===== config.mk =====
export PLATFORM = sky130hd
export DESIGN_NAME = ahb_decoder
export DESIGN_NICKNAME = d
export VERILOG_FILES = /design/src/rtl/ahb_pkg.sv /design/src/rtl/ahb_default_slave.sv /design/src/rtl/ahb_decoder.sv
export SDC_FILE = /design/constraint.sdc
export NUM_CORES = 1
export LEC_CHECK = 0
export CAP_MARGIN = 20
export CORE_UTILIZATION = 24
export CTS_CLUSTER_SIZE = 20
export DETAILED_ROUTE_END_ITERATION = 10
export PLACE_DENSITY = 0.77
export SYNTH_ARGS = -nofsm -noshare
export SYNTH_HDL_FRONTEND = slang
export SYNTH_SLANG_ARGS = --single-unit

===== constraint.sdc =====
create_clock -name hclk -period 1.26 [get_ports hclk]
set_clock_uncertainty 0.1 [all_clocks]
set_input_delay 0.378 -clock hclk [delete_from_list [all_inputs] [get_ports hclk]]
set_output_delay 0.378 -clock hclk [all_outputs]
set_load 0.05 [all_outputs]

===== src/rtl/ahb_pkg.sv =====
// Shared AHB-Lite encodings for the address decoder and its default slave.
package ahb_pkg;

    localparam logic [1:0] HTRANS_IDLE   = 2'b00;
    localparam logic [1:0] HTRANS_BUSY   = 2'b01;
    localparam logic [1:0] HTRANS_NONSEQ = 2'b10;
    localparam logic [1:0] HTRANS_SEQ    = 2'b11;

    localparam logic HRESP_OKAY  = 1'b0;
    localparam logic HRESP_ERROR = 1'b1;

    localparam logic [1:0] SLV_1 = 2'b00;
    localparam logic [1:0] SLV_2 = 2'b01;
    localparam logic [1:0] SLV_3 = 2'b10;
    localparam logic [1:0] SLV_4 = 2'b11;

    typedef enum logic [1:0] {
        IDLE = 2'b00,
        ERR1 = 2'b01,
        ERR2 = 2'b10
    } dflt_state_t;

endpackage


===== src/rtl/ahb_default_slave.sv =====
// Default slave: answers active transfers to unmapped addresses with the
// two-cycle AHB ERROR response; outputs depend on state only.
module ahb_default_slave
    import ahb_pkg::*;
(
    input  logic       hclk,
    input  logic       hresetn,
    input  logic       hready,
    input  logic [1:0] htrans,
    input  logic       unmapped,
    output logic       dflt_hreadyout,
    output logic       dflt_hresp
);

    dflt_state_t state;
    dflt_state_t state_next;

    always_ff @(posedge hclk) begin
        if (!hresetn) begin
            state <= IDLE;
        end else begin
            state <= state_next;
        end
    end

    always_comb begin
        state_next     = IDLE;
        dflt_hreadyout = 1'b1;
        dflt_hresp     = HRESP_OKAY;
        case (state)
            IDLE: begin
                if (hready && unmapped && htrans[1]) begin
                    state_next = ERR1;
                end
            end
            ERR1: begin
                dflt_hreadyout = 1'b0;
                dflt_hresp     = HRESP_ERROR;
                state_next     = ERR2;
            end
            ERR2: begin
                // Last error cycle completes the transfer, so a new address
                // phase is accepted here and evaluated exactly as from IDLE.
                dflt_hresp = HRESP_ERROR;
                if (hready && unmapped && htrans[1]) begin
                    state_next = ERR1;
                end
            end
            default: state_next = IDLE;
        endcase
    end

endmodule


===== src/rtl/ahb_decoder.sv =====
// AHB-Lite address decoder: one-hot address-phase selects, registered
// data-phase select for the response mux, and a default slave for holes.
module ahb_decoder
    import ahb_pkg::*;
#(
    parameter logic [31:0] BASE_1 = 32'h0000_0000,
    parameter logic [31:0] BASE_2 = 32'h1000_0000,
    parameter logic [31:0] BASE_3 = 32'h2000_0000,
    parameter logic [31:0] BASE_4 = 32'h4000_0000,
    parameter logic [31:0] MASK_N = 32'hF000_0000
) (
    input  logic        hclk,
    input  logic        hresetn,
    input  logic [31:0] haddr,
    input  logic [1:0]  htrans,
    input  logic        hready,
    output logic        hsel_1,
    output logic        hsel_2,
    output logic        hsel_3,
    output logic        hsel_4,
    output logic [1:0]  sel,
    output logic        dflt_active,
    output logic        dflt_hreadyout,
    output logic        dflt_hresp
);

    logic [3:0] match;
    logic [1:0] idx;
    logic       unmapped;

    always_comb begin
        match[0] = ((haddr & MASK_N) == BASE_1);
        match[1] = ((haddr & MASK_N) == BASE_2);
        match[2] = ((haddr & MASK_N) == BASE_3);
        match[3] = ((haddr & MASK_N) == BASE_4);
    end

    // Priority chain keeps the selects one-hot when regions overlap.
    always_comb begin
        hsel_1   = 1'b0;
        hsel_2   = 1'b0;
        hsel_3   = 1'b0;
        hsel_4   = 1'b0;
        idx      = SLV_1;
        unmapped = 1'b0;
        if (match[0]) begin
            hsel_1 = 1'b1;
            idx    = SLV_1;
        end else if (match[1]) begin
            hsel_2 = 1'b1;
            idx    = SLV_2;
        end else if (match[2]) begin
            hsel_3 = 1'b1;
            idx    = SLV_3;
        end else if (match[3]) begin
            hsel_4 = 1'b1;
            idx    = SLV_4;
        end else begin
            unmapped = 1'b1;
        end
    end

    always_ff @(posedge hclk) begin
        if (!hresetn) begin
            sel         <= SLV_1;
            dflt_active <= 1'b0;
        end else if (hready) begin
            dflt_active <= unmapped;
            if (!unmapped) begin
                sel <= idx;
            end
        end
    end

    ahb_default_slave u_default_slave (
        .hclk           (hclk),
        .hresetn        (hresetn),
        .hready         (hready),
        .htrans         (htrans),
        .unmapped       (unmapped),
        .dflt_hreadyout (dflt_hreadyout),
        .dflt_hresp     (dflt_hresp)
    );

endmodule

# Word level (Yosys, flattened, before mapping)

Cells that the tools add are included.

Multiplexer cells: 22
Bitwise gates (word level): 1
Add/subtract/negate cells: 0
Multiply operators: 0
Divide/modulo/power cells: 0
Reduce and logical (&&, ||, !) cells: 7
$lt $le $gt $ge: 0
Shift operators: 0
Equal/unequal tests: 5

Operators with widths:

| operator                                                              | count |
|---|---|
| 32-bit logical NOT                                                    | 1 |
| 1-bit 2-to-1 mux                                                      | 17 |
| 2-bit 2-to-1 mux                                                      | 4 |
| 4-bit by 1-bit equality test with 1-bit output, second input constant | 1 |
| 4-bit by 2-bit equality test with 1-bit output, second input constant | 1 |
| 4-bit by 3-bit equality test with 1-bit output, second input constant | 1 |
| 2-bit case mux with 2 select lines                                    | 1 |
| 2-bit OR reduction                                                    | 2 |
| 2-bit by 1-bit equality test with 1-bit output, second input constant | 1 |
| 2-bit equality test, second input constant                            | 1 |
| 1-bit logical AND                                                     | 2 |
| 2-bit logical NOT                                                     | 1 |
| 2-bit AND reduction                                                   | 1 |
| 1-bit inverter                                                        | 1 |

Word-level logic and storage cells: 38
Bits in read-only memories: 0
Memories: 0
Register bits: 5
Latch bits: 0
Bits in writable memories: 0

# Logic depth before layout (Yosys ltp)

Gate-level depths: netlist (run 1).

Depth in word-level cells: 9
Mapped depth: 4
Depth with buffers taken out: 4

# Cells and area by module

Synthesis (run 1) repeated with hierarchy kept, for this count alone.

Cell total of the unflattened synthesis: 39
Area total of the unflattened synthesis: 346.6 um2

By module, submodules not included:

| module            | cells each | area each (um2) | sequential area each (um2) | instances |
|---|---|---|---|---|
| ahb_decoder       | 25         | 209.0           | 60.1                       | 1 |
| ahb_default_slave | 14         | 137.6           | 40.0                       | 1 |

# Least setup slack after synthesis (run 1)

No wires, ideal clock.

Path kind: input port to output port
Start point: input haddr[28]
End point: output hsel_3
Setup slack: -1.416 ns
Arrival: 2.198 ns
Stages on the path: 2
Data required time: 0.782 ns
Path buffers: 1
Path through: buf_2 -> nor4b_1

Cells in the longest elaborated chain, start to end: 4
Elaborated cells on any way between the ends: 6

Ends and longest elaborated chain:

| what                                           | line              | RTL |
|---|---|---|
| from (decl)                                    | ahb_decoder.sv:14 | `input logic [31:0] haddr,` |
| 4-bit by 2-bit equality test with 1-bit output | ahb_decoder.sv:34 | `match[2] = ((haddr & MASK_N) == BASE_3);` |
| 1-bit 2-to-1 mux                               | ahb_decoder.sv:52 | `end else if (match[2]) begin` |
| 1-bit 2-to-1 mux                               | ahb_decoder.sv:49 | `end else if (match[1]) begin` |
| 1-bit 2-to-1 mux *                             | ahb_decoder.sv:46 | `if (match[0]) begin` |
| to (decl)                                      | ahb_decoder.sv:19 | `output logic hsel_3,` |

Every way passes the cells marked *; elsewhere a longest branch is shown, timed or not.

# Final worst setup path (run 1)

Start point: input haddr[30]
End point: output hsel_2

Cells in the longest elaborated chain, start to end: 3
Elaborated cells on any way between the ends: 4

Ends and longest elaborated chain:

| what                                           | line              | RTL |
|---|---|---|
| 4-bit by 1-bit equality test with 1-bit output | ahb_decoder.sv:33 | `match[1] = ((haddr & MASK_N) == BASE_2);` |
| 1-bit 2-to-1 mux                               | ahb_decoder.sv:49 |  |
| 1-bit 2-to-1 mux *                             | ahb_decoder.sv:46 |  |
| to (decl)                                      | ahb_decoder.sv:18 | `output logic hsel_2,` |

Marks and branches as above.

==> results of run 1 <==
-- per-layer routing --
metal | vias up | global-route usage | part of all wire
met5 | - | 0 | 0
met2 | 16 | 0.274 | 0.53
li1 | 190 | - | -
met1 | 167 | 0.113 | 0.37
met3 | 0 | 0.0761 | 0.092
met4 | 0 | 0.0250 | 0
-- cells by family (layout without fill, tap and decap cells) --
kind of cell               after synthesis  in the layout  synth area share
xor gates and xnor gates                 1              1            0.0245
adders and majority gates                6              6             0.206
AOI/OAI and AO/OA                        5              5            0.0944
DFF                                      5              5             0.280
buffers and inverters                    6             36             0.108
and+or+nand+nor                         15             15             0.287
-- per-stage QoR --
step	cells	TNS (ns)	util
2_1_floorplan	38	-1.46	-
3_3_place_gp	81	-4.80	0.594
3_5_place_dp	81	-4.92	0.594
4_1_cts	86	-1.78	0.632
5_1_grt	83	-1.65	0.626
6_report	83	-1.47	0.626
-- cell type report --
cell class | count | area [um2]
fillers | 106 | 505
repair buffers | 29 | 368
well taps | 15 | 18.8
flip-flops and latches | 5 | 108
clock buffers | 4 | 26.3
multi-input cells | 27 | 304
inverters | 3 | 20.0
-- path summary, 6_finish.rpt --
path,end,start,depth (start not counted)
max,hsel_2,haddr[30],4
min,sel[1]$_SDFFE_PN0P_,sel[1]$_SDFFE_PN0P_,2
max reg2reg,u_default_slave.state[0]$_SDFF_PN0_,u_default_slave.state[0]$_SDFF_PN0_,4
min reg2reg,sel[1]$_SDFFE_PN0P_,sel[1]$_SDFFE_PN0P_,2
-- critical path: stages --
cell and delay, ns:
buf_8 0.10, buf_6 0.11, nor4b_4 0.30, buf_12 0.18
-- synth_stat cells (all sizes together) --
library cell	n	area, um2
a211oi	1	7.51
and2	1	6.26
buf	3	27.5
dfxtp	5	100
ha	5	62.6
inv	3	11.3
maj3	1	11.3
nand2	1	3.75
nand2b	1	13.8
nand4	1	6.26
nand4b	1	8.76
nor2	5	21.3
nor3	1	10.0
nor4	1	6.26
nor4b	3	26.3
o21a	1	7.51
o21ai	2	10.0
o31a	1	8.76
xor2	1	8.76
-- what timing repair did --
action,CTS,global route
pin swaps,6,6
hold buffers,0,0
setup buffers,1,0
setup endpoints to repair,10,8
resized for setup,26,11
-- where the power goes --
| part | switching (mW) | leakage [nW] | internal, mW | total (mW) |
|---|---|---|---|---|
| registers | 0.00804 | 0.0430 | 0.166 | 0.174 |
| logic | 0.103 | 0.293 | 0.120 | 0.223 |
| clock network | 0.0654 | 0.0150 | 0.120 | 0.185 |
-- sequential cells by signal, summed over array words and instances, names as in the netlist --
register,cells
u_default_slave.state,2
sel,2
dflt_active,1
==> run_results.csv, run 1 <==
group,metric,value,unit
route,drc,0,
finish,syn2layout_area_growth,136,%
worst_setup_path,critPathArrivalTime,1.06,ns
placement,gp_congestion,0.718,
sta,maxSlewViolCount,0,
power,total_power,582,uW
sta,finalCritPeriodShare,1.22,
worst_setup_path,r2r_slack,0.06,ns
clocking,path_clk_slew,0.04,ns
route,wire_per_inst,10.5,um
global_route,grt_pass1_wl,1440,um
finish,fin_area,845,um2
sta,fin_crit,1.54,ns
route,via_per_inst,4.49,
synth,ys_ff_latch,5,
floorplan,die_h,40.6,um
synth,netlist_instances,38,
placement,dp_slack,-0.708,ns
clocking,clock-sinks,5,
floorplan,core-area,0.00135,mm2
global_route,grt_pass1_vias,376,
finish,final_cell_mix,"buf_4 (12), buf_12 (10), nor2_1 (4)",
route,vias,373,
power,peakVddDrop,660,uV
floorplan,fp.dieW,40.6,um
sta,fmax,0.649,GHz
global_route,gr-total-overflow,0,
power,p_leak,0.351,nW
clocking,cts_buffers,3,
placement,port_buffers,16,
sta,rsz0062_at_grt,"yes",
power,p_per_area,689,mW/mm2
worst_setup_path,startpoint_type,"input port",
synth,syn_avg_cell_area,9.42,um2
worst_setup_path,path_max_fanout,4,
sta,final-setup-viol-count,6,
finish,final_common_cell,"buf_4",
status,violations,"setup timing",
finish,diodes,0,
sta,setup_ws,-0.282,ns
hold_path,hp-class,"register to register",
run,cap_viol_max_count,0,
clocking,cts_max_level,1,
floorplan,io_pins,46,
sta,whs,0.389,ns
finish,drive_gt1_frac,0.676,
placement,placed_cell_area,802,um2
route,first_iter_violations,0,
floorplan,dieArea,0.00165,mm2
floorplan,num_rows,13,
clocking,clockRootBuffer,"clkbuf_4",
synth,synth_nets,80,
clocking,cts_tree,"built",
synth,synth.cell_area,358,um2
worst_setup_path,end_kind,"output pin",
status,outcome,"complete, but fails checks",
clocking,clock_latency,0.24,ns
route,finalWirelength,868,um
placement,hpwl,734,um
synth,ys_types,22,
floorplan,start_util,0.265,
synth,ys_seq_area_frac,0.280,
global_route,grt_usage,0.136,
synth,yosys_warnings,0,
route,ant_nets,0,
global_route,grt_max_degree,6,
worst_setup_path,worstSetupPathType,"input port to output pin",
sta,hold_viol,0,
finish,nets,111,
worst_setup_path,required,0.78,ns
clocking,clockBufferDepth,2,
sta,relSlewSlack,0.824,
route,first_pass_iters,1,
sta,worst_pin_slew,0.262,ns
global_route,antenna_found_initial,0,
Power figures use the tool's default switching activity.
==> run 2: changes to the inputs <==
CAP_MARGIN = not set   (was 20)
==> results of run 2 <==
Final layout, timing and power as in run 1 (identical DEF).
==> variant 1: new RTL, flow settings as in run 1 <==
Re-encode `dflt_state_t` (3 states) as one-hot, 3 bits wide.
--- a/src/rtl/ahb_pkg.sv
+++ b/src/rtl/ahb_pkg.sv
@@ -14,10 +14,10 @@
     localparam logic [1:0] SLV_3 = 2'b10;
     localparam logic [1:0] SLV_4 = 2'b11;
 
-    typedef enum logic [1:0] {
-        IDLE = 2'b00,
-        ERR1 = 2'b01,
-        ERR2 = 2'b10
+    typedef enum logic [2:0] {
+        IDLE = 3'b001,
+        ERR1 = 3'b010,
+        ERR2 = 3'b100
     } dflt_state_t;
 
 endpackage
Check against the original RTL: same outputs for any inputs over 10 cycles, from zero or initial values and one cycle with hresetn low; not proved beyond that.
==> variant 1 against run 1 <==
- the run still ends with setup timing left
- sequential cell count rose by 1
- non-clock buffer count rose by 4
- final cell count fell by 1.2%
- wire length rose by 40%
- synthesized cell count fell by 11%
- clock power rose by 4%
- core utilization rose by 9.2 points
- area after synthesis fell by 11%
- cell area fell by 0.44%
- worst setup slack got worse by 0.043 ns
- via count rose by 3.2%
- power rose by 5.4%
- critical endpoint is now hsel_3
==> variant 1: results <==
metrics = {
    "outcome": {
        "status": "finished with violations",
        "failed_checks": "setup timing",
    },
    "hold_path": {
        "whs_path_depth": 2,
        "min_from": "sel[0]$_SDFFE_PN0P_",
        "min_to": "sel[0]$_SDFFE_PN0P_",
    },
    "clocking": {
        "worstSkewPairLatency_ns": 0.26,
        "cts_max_path_buffers": 2,
    },
    "layout": {
        "fin_nets": 107,
        "drive_gt1_share_pct": 72.06,
        "n_fill_cell": 77,
        "reg.largest.list": "u_default_slave.state: 3 flops, sel: 2 flops, dflt_active: 1 flops",
    },
    "synth": {
        "synth_adder_area_share_pct": 3.543,
        "netlist_top_cells_area": "dfxtp_1 38%, a21oi_1 6.3%, nor4b_1 5.5%",
        "synth.distinct_cells": 22,
        "syn_nets": 71,
        "synth.cells.most_frequent": "6 x dfxtp_1, 4 x a21oi_1, 4 x nor2_1",
        "synth-xor-area-share_pct": 5.512,
        "yosysSeqAreaShare_pct": 37.80,
        "synth_compound_gate_area_share_pct": 17.72,
    },
    "worst_setup_path": {
        "reg2reg_from": "u_default_slave.state[1]$_SDFF_PN0_",
        "slowest_delay_ns": 0.33,
        "crit_path_end": "hsel_3",
        "r2r_end": "u_default_slave.state[0]$_SDFF_PN1_",
        "crit_path_top_delay_cell": "nor4b_4",
        "regToRegSetupSlack_ns": 0.14,
        "crit_fanout": 4,
    },
    "grt": {
        "grt_pass1_vias": 375,
        "grtUsageMet2_pct": 30.93,
        "use_met3_pct": 8.721,
        "antenna_found_initial": 0,
        "track_usage_pct": 20.00,
        "grt_use_met1_pct": 20.98,
        "grt_first_pass_wirelength_um": 1773,
    },
    "pwr": {
        "seqPwrFrac_pct": 33.8,
        "switchingPower_mw": 0.1865,
        "max-vdd-ir-drop_mv": 0.4190,
        "power.share.combinational_pct": 34.7,
        "p_per_area_nw_per_um2": 728.9,
        "p_leak_nw": 0.3582,
    },
    "routing": {
        "drt-initial-drc-count": 6,
        "firstDrtPassIters": 2,
        "vias": 385,
        "wirelength_um": 1218,
    },
    "sta": {
        "maxSlewHeadroom_pct": 81.50,
        "tns_ns": -1.615,
        "setup_violations": 6,
        "setup_ws_ns": -0.3247,
    },
    "place": {
        "hpwlAfterDp_um": 847.3,
        "placed_area_um2": 726.9,
        "place_ws_ns": -0.7397,
        "gp_congestion": 0.7423,
    },
}
-- variant 1: layout make-up --
class	instances	area, µm²	share of cell area (%)
Tap cell	14	17.52	2.083
Multi-Input combinational cell	25	245.2	29.17
Sequential cell	6	132.6	15.77
Timing Repair Buffer	33	419.2	49.85
Clock buffer	3	22.52	2.679
Inverter	1	3.754	0.4464
-- variant 1: repair_timing --
action,4_1_cts,5_1_grt
gates resized for setup,42,5
setup buffers,1,2
setup endpoints to repair,14,9
pin swaps,9,8
endpoints found under the hold margin,0,0
-- variant 1: metal layers --
| layer | vias to the layer above | part of all wire (%) |
|---|---|---|
| li1 | 198 | - |
| met1 | 171 | 41 |
| met2 | 11 | 51 |
| met3 | 5 | 5.2 |
| met4 | 0 | 3.1 |
| met5 | - | 0 |
-- variant 1: per-stage QoR --
stage	cells	hold WS (ns)
detailed placement	77	0.4306
CTS	81	0.4195
floorplan	34	0.3691
finish	82	0.4215
global placement	77	0.4376
global route	82	0.4638
==> variant 2: new RTL, config.mk and constraints of run 1 <==
Made on the original files. Make the reset (`hresetn`) asynchronous in 2 clocked blocks.
--- a/src/rtl/ahb_default_slave.sv
+++ b/src/rtl/ahb_default_slave.sv
@@ -15,7 +15,7 @@
     dflt_state_t state;
     dflt_state_t state_next;
 
-    always_ff @(posedge hclk) begin
+    always_ff @(posedge hclk or negedge hresetn) begin
         if (!hresetn) begin
             state <= IDLE;
         end else begin
--- a/src/rtl/ahb_decoder.sv
+++ b/src/rtl/ahb_decoder.sv
@@ -60,7 +60,7 @@
         end
     end
 
-    always_ff @(posedge hclk) begin
+    always_ff @(posedge hclk or negedge hresetn) begin
         if (!hresetn) begin
             sel         <= SLV_1;
             dflt_active <= 1'b0;
Formal check against the unedited RTL: differs if hresetn is asserted again (counterexample within 4 cycles, from zero or initial values and one cycle with hresetn low); with hresetn held inactive, the same outputs for 10 cycles.
==> variant 2 against run 1 <==
- the flow still finishes with violations (setup timing)
- via count is 6.4% lower
- sequential share of layout area is 2.3 points higher
- critical path depth is 1 lower
- wire length is 23% higher
- area after synthesis is 10% lower
- cell area is 0.59% lower
- sequential power is 17% higher
- clock power is 3% higher
- sequential cell count stayed put
- maximum frequency is 4.0% lower
- worst setup slack worse by 0.064 ns
- combinational power is 68% higher
- power is 32% higher
- critical endpoint is now dflt_hresp
- largest power group unchanged
==> variant 2: results <==
metrics = {
    "place": {
        "place_ws_ns": -0.7836,
        "dp_cells": 72,
        "hpwlAfterDp_um": 793.4,
    },
    "synth": {
        "syn_nets": 74,
        "synthFlopType": "dfrtp_1",
        "synth.distinct_cells": 13,
        "synth.cells.most_frequent": "6 x a21oi_1, 5 x dfrtp_1, 5 x ha_1",
        "netlist_instances": 32,
        "yosysSeqAreaShare_pct": 38.91,
    },
    "sta": {
        "tns_ns": -1.617,
        "setup_ws_ns": -0.3453,
        "worst_pin_slew_ns": 0.2726,
        "fin_worst_hold_slack_ns": 0.2607,
        "setup_violations": 9,
    },
    "outcome": {
        "failed_checks": "setup timing",
        "status": "finished with violations",
    },
    "routing": {
        "routedWlPerCell_um": 13.83,
        "drt-initial-drc-count": 4,
        "firstDrtPassIters": 4,
    },
    "worst_setup_path": {
        "crit_family": "flip-flops",
        "rr_worst_depth": 5,
        "r2r_end": "u_default_slave.state[0]$_DFF_PN0_",
    },
    "pwr": {
        "max-vdd-ir-drop_mv": 0.4794,
        "switchingPower_mw": 0.2725,
    },
    "grt": {
        "track_usage_pct": 18.70,
    },
}
-- variant 2: cells by family (layout without fill, tap and decap cells) --
| logic type | count (synthesis) | count (layout) | synth area share [%] |
|---|---|---|---|
| flip-flops | 5 | 5 | 38.91 |
| AND/OR/NAND/NOR | 9 | 9 | 19.07 |
| AO/OA/AOI/OAI | 9 | 9 | 17.51 |
| buffers and inverters | 4 | 35 | 5.057 |
| adder cells (fa/ha/maj) | 5 | 5 | 19.46 |
-- variant 2: layer usage --
metal	vias to the layer above	GRT usage, %	routed length [µm]
li1	175	-	-
met1	165	23.93	470
met2	9	30.42	563
met3	0	5.202	30
met4	0	5.172	0
met5	-	0	0
-- variant 2: cell type report --
cell class / count / area (µm²)
fill: 76 / 331.6
inverter: 3 / 15.01
tap: 14 / 17.52
timing repair buffer: 28 / 371.6
clock buffer: 4 / 26.28
multi-input combinational: 23 / 282.8
sequential: 5 / 126.4
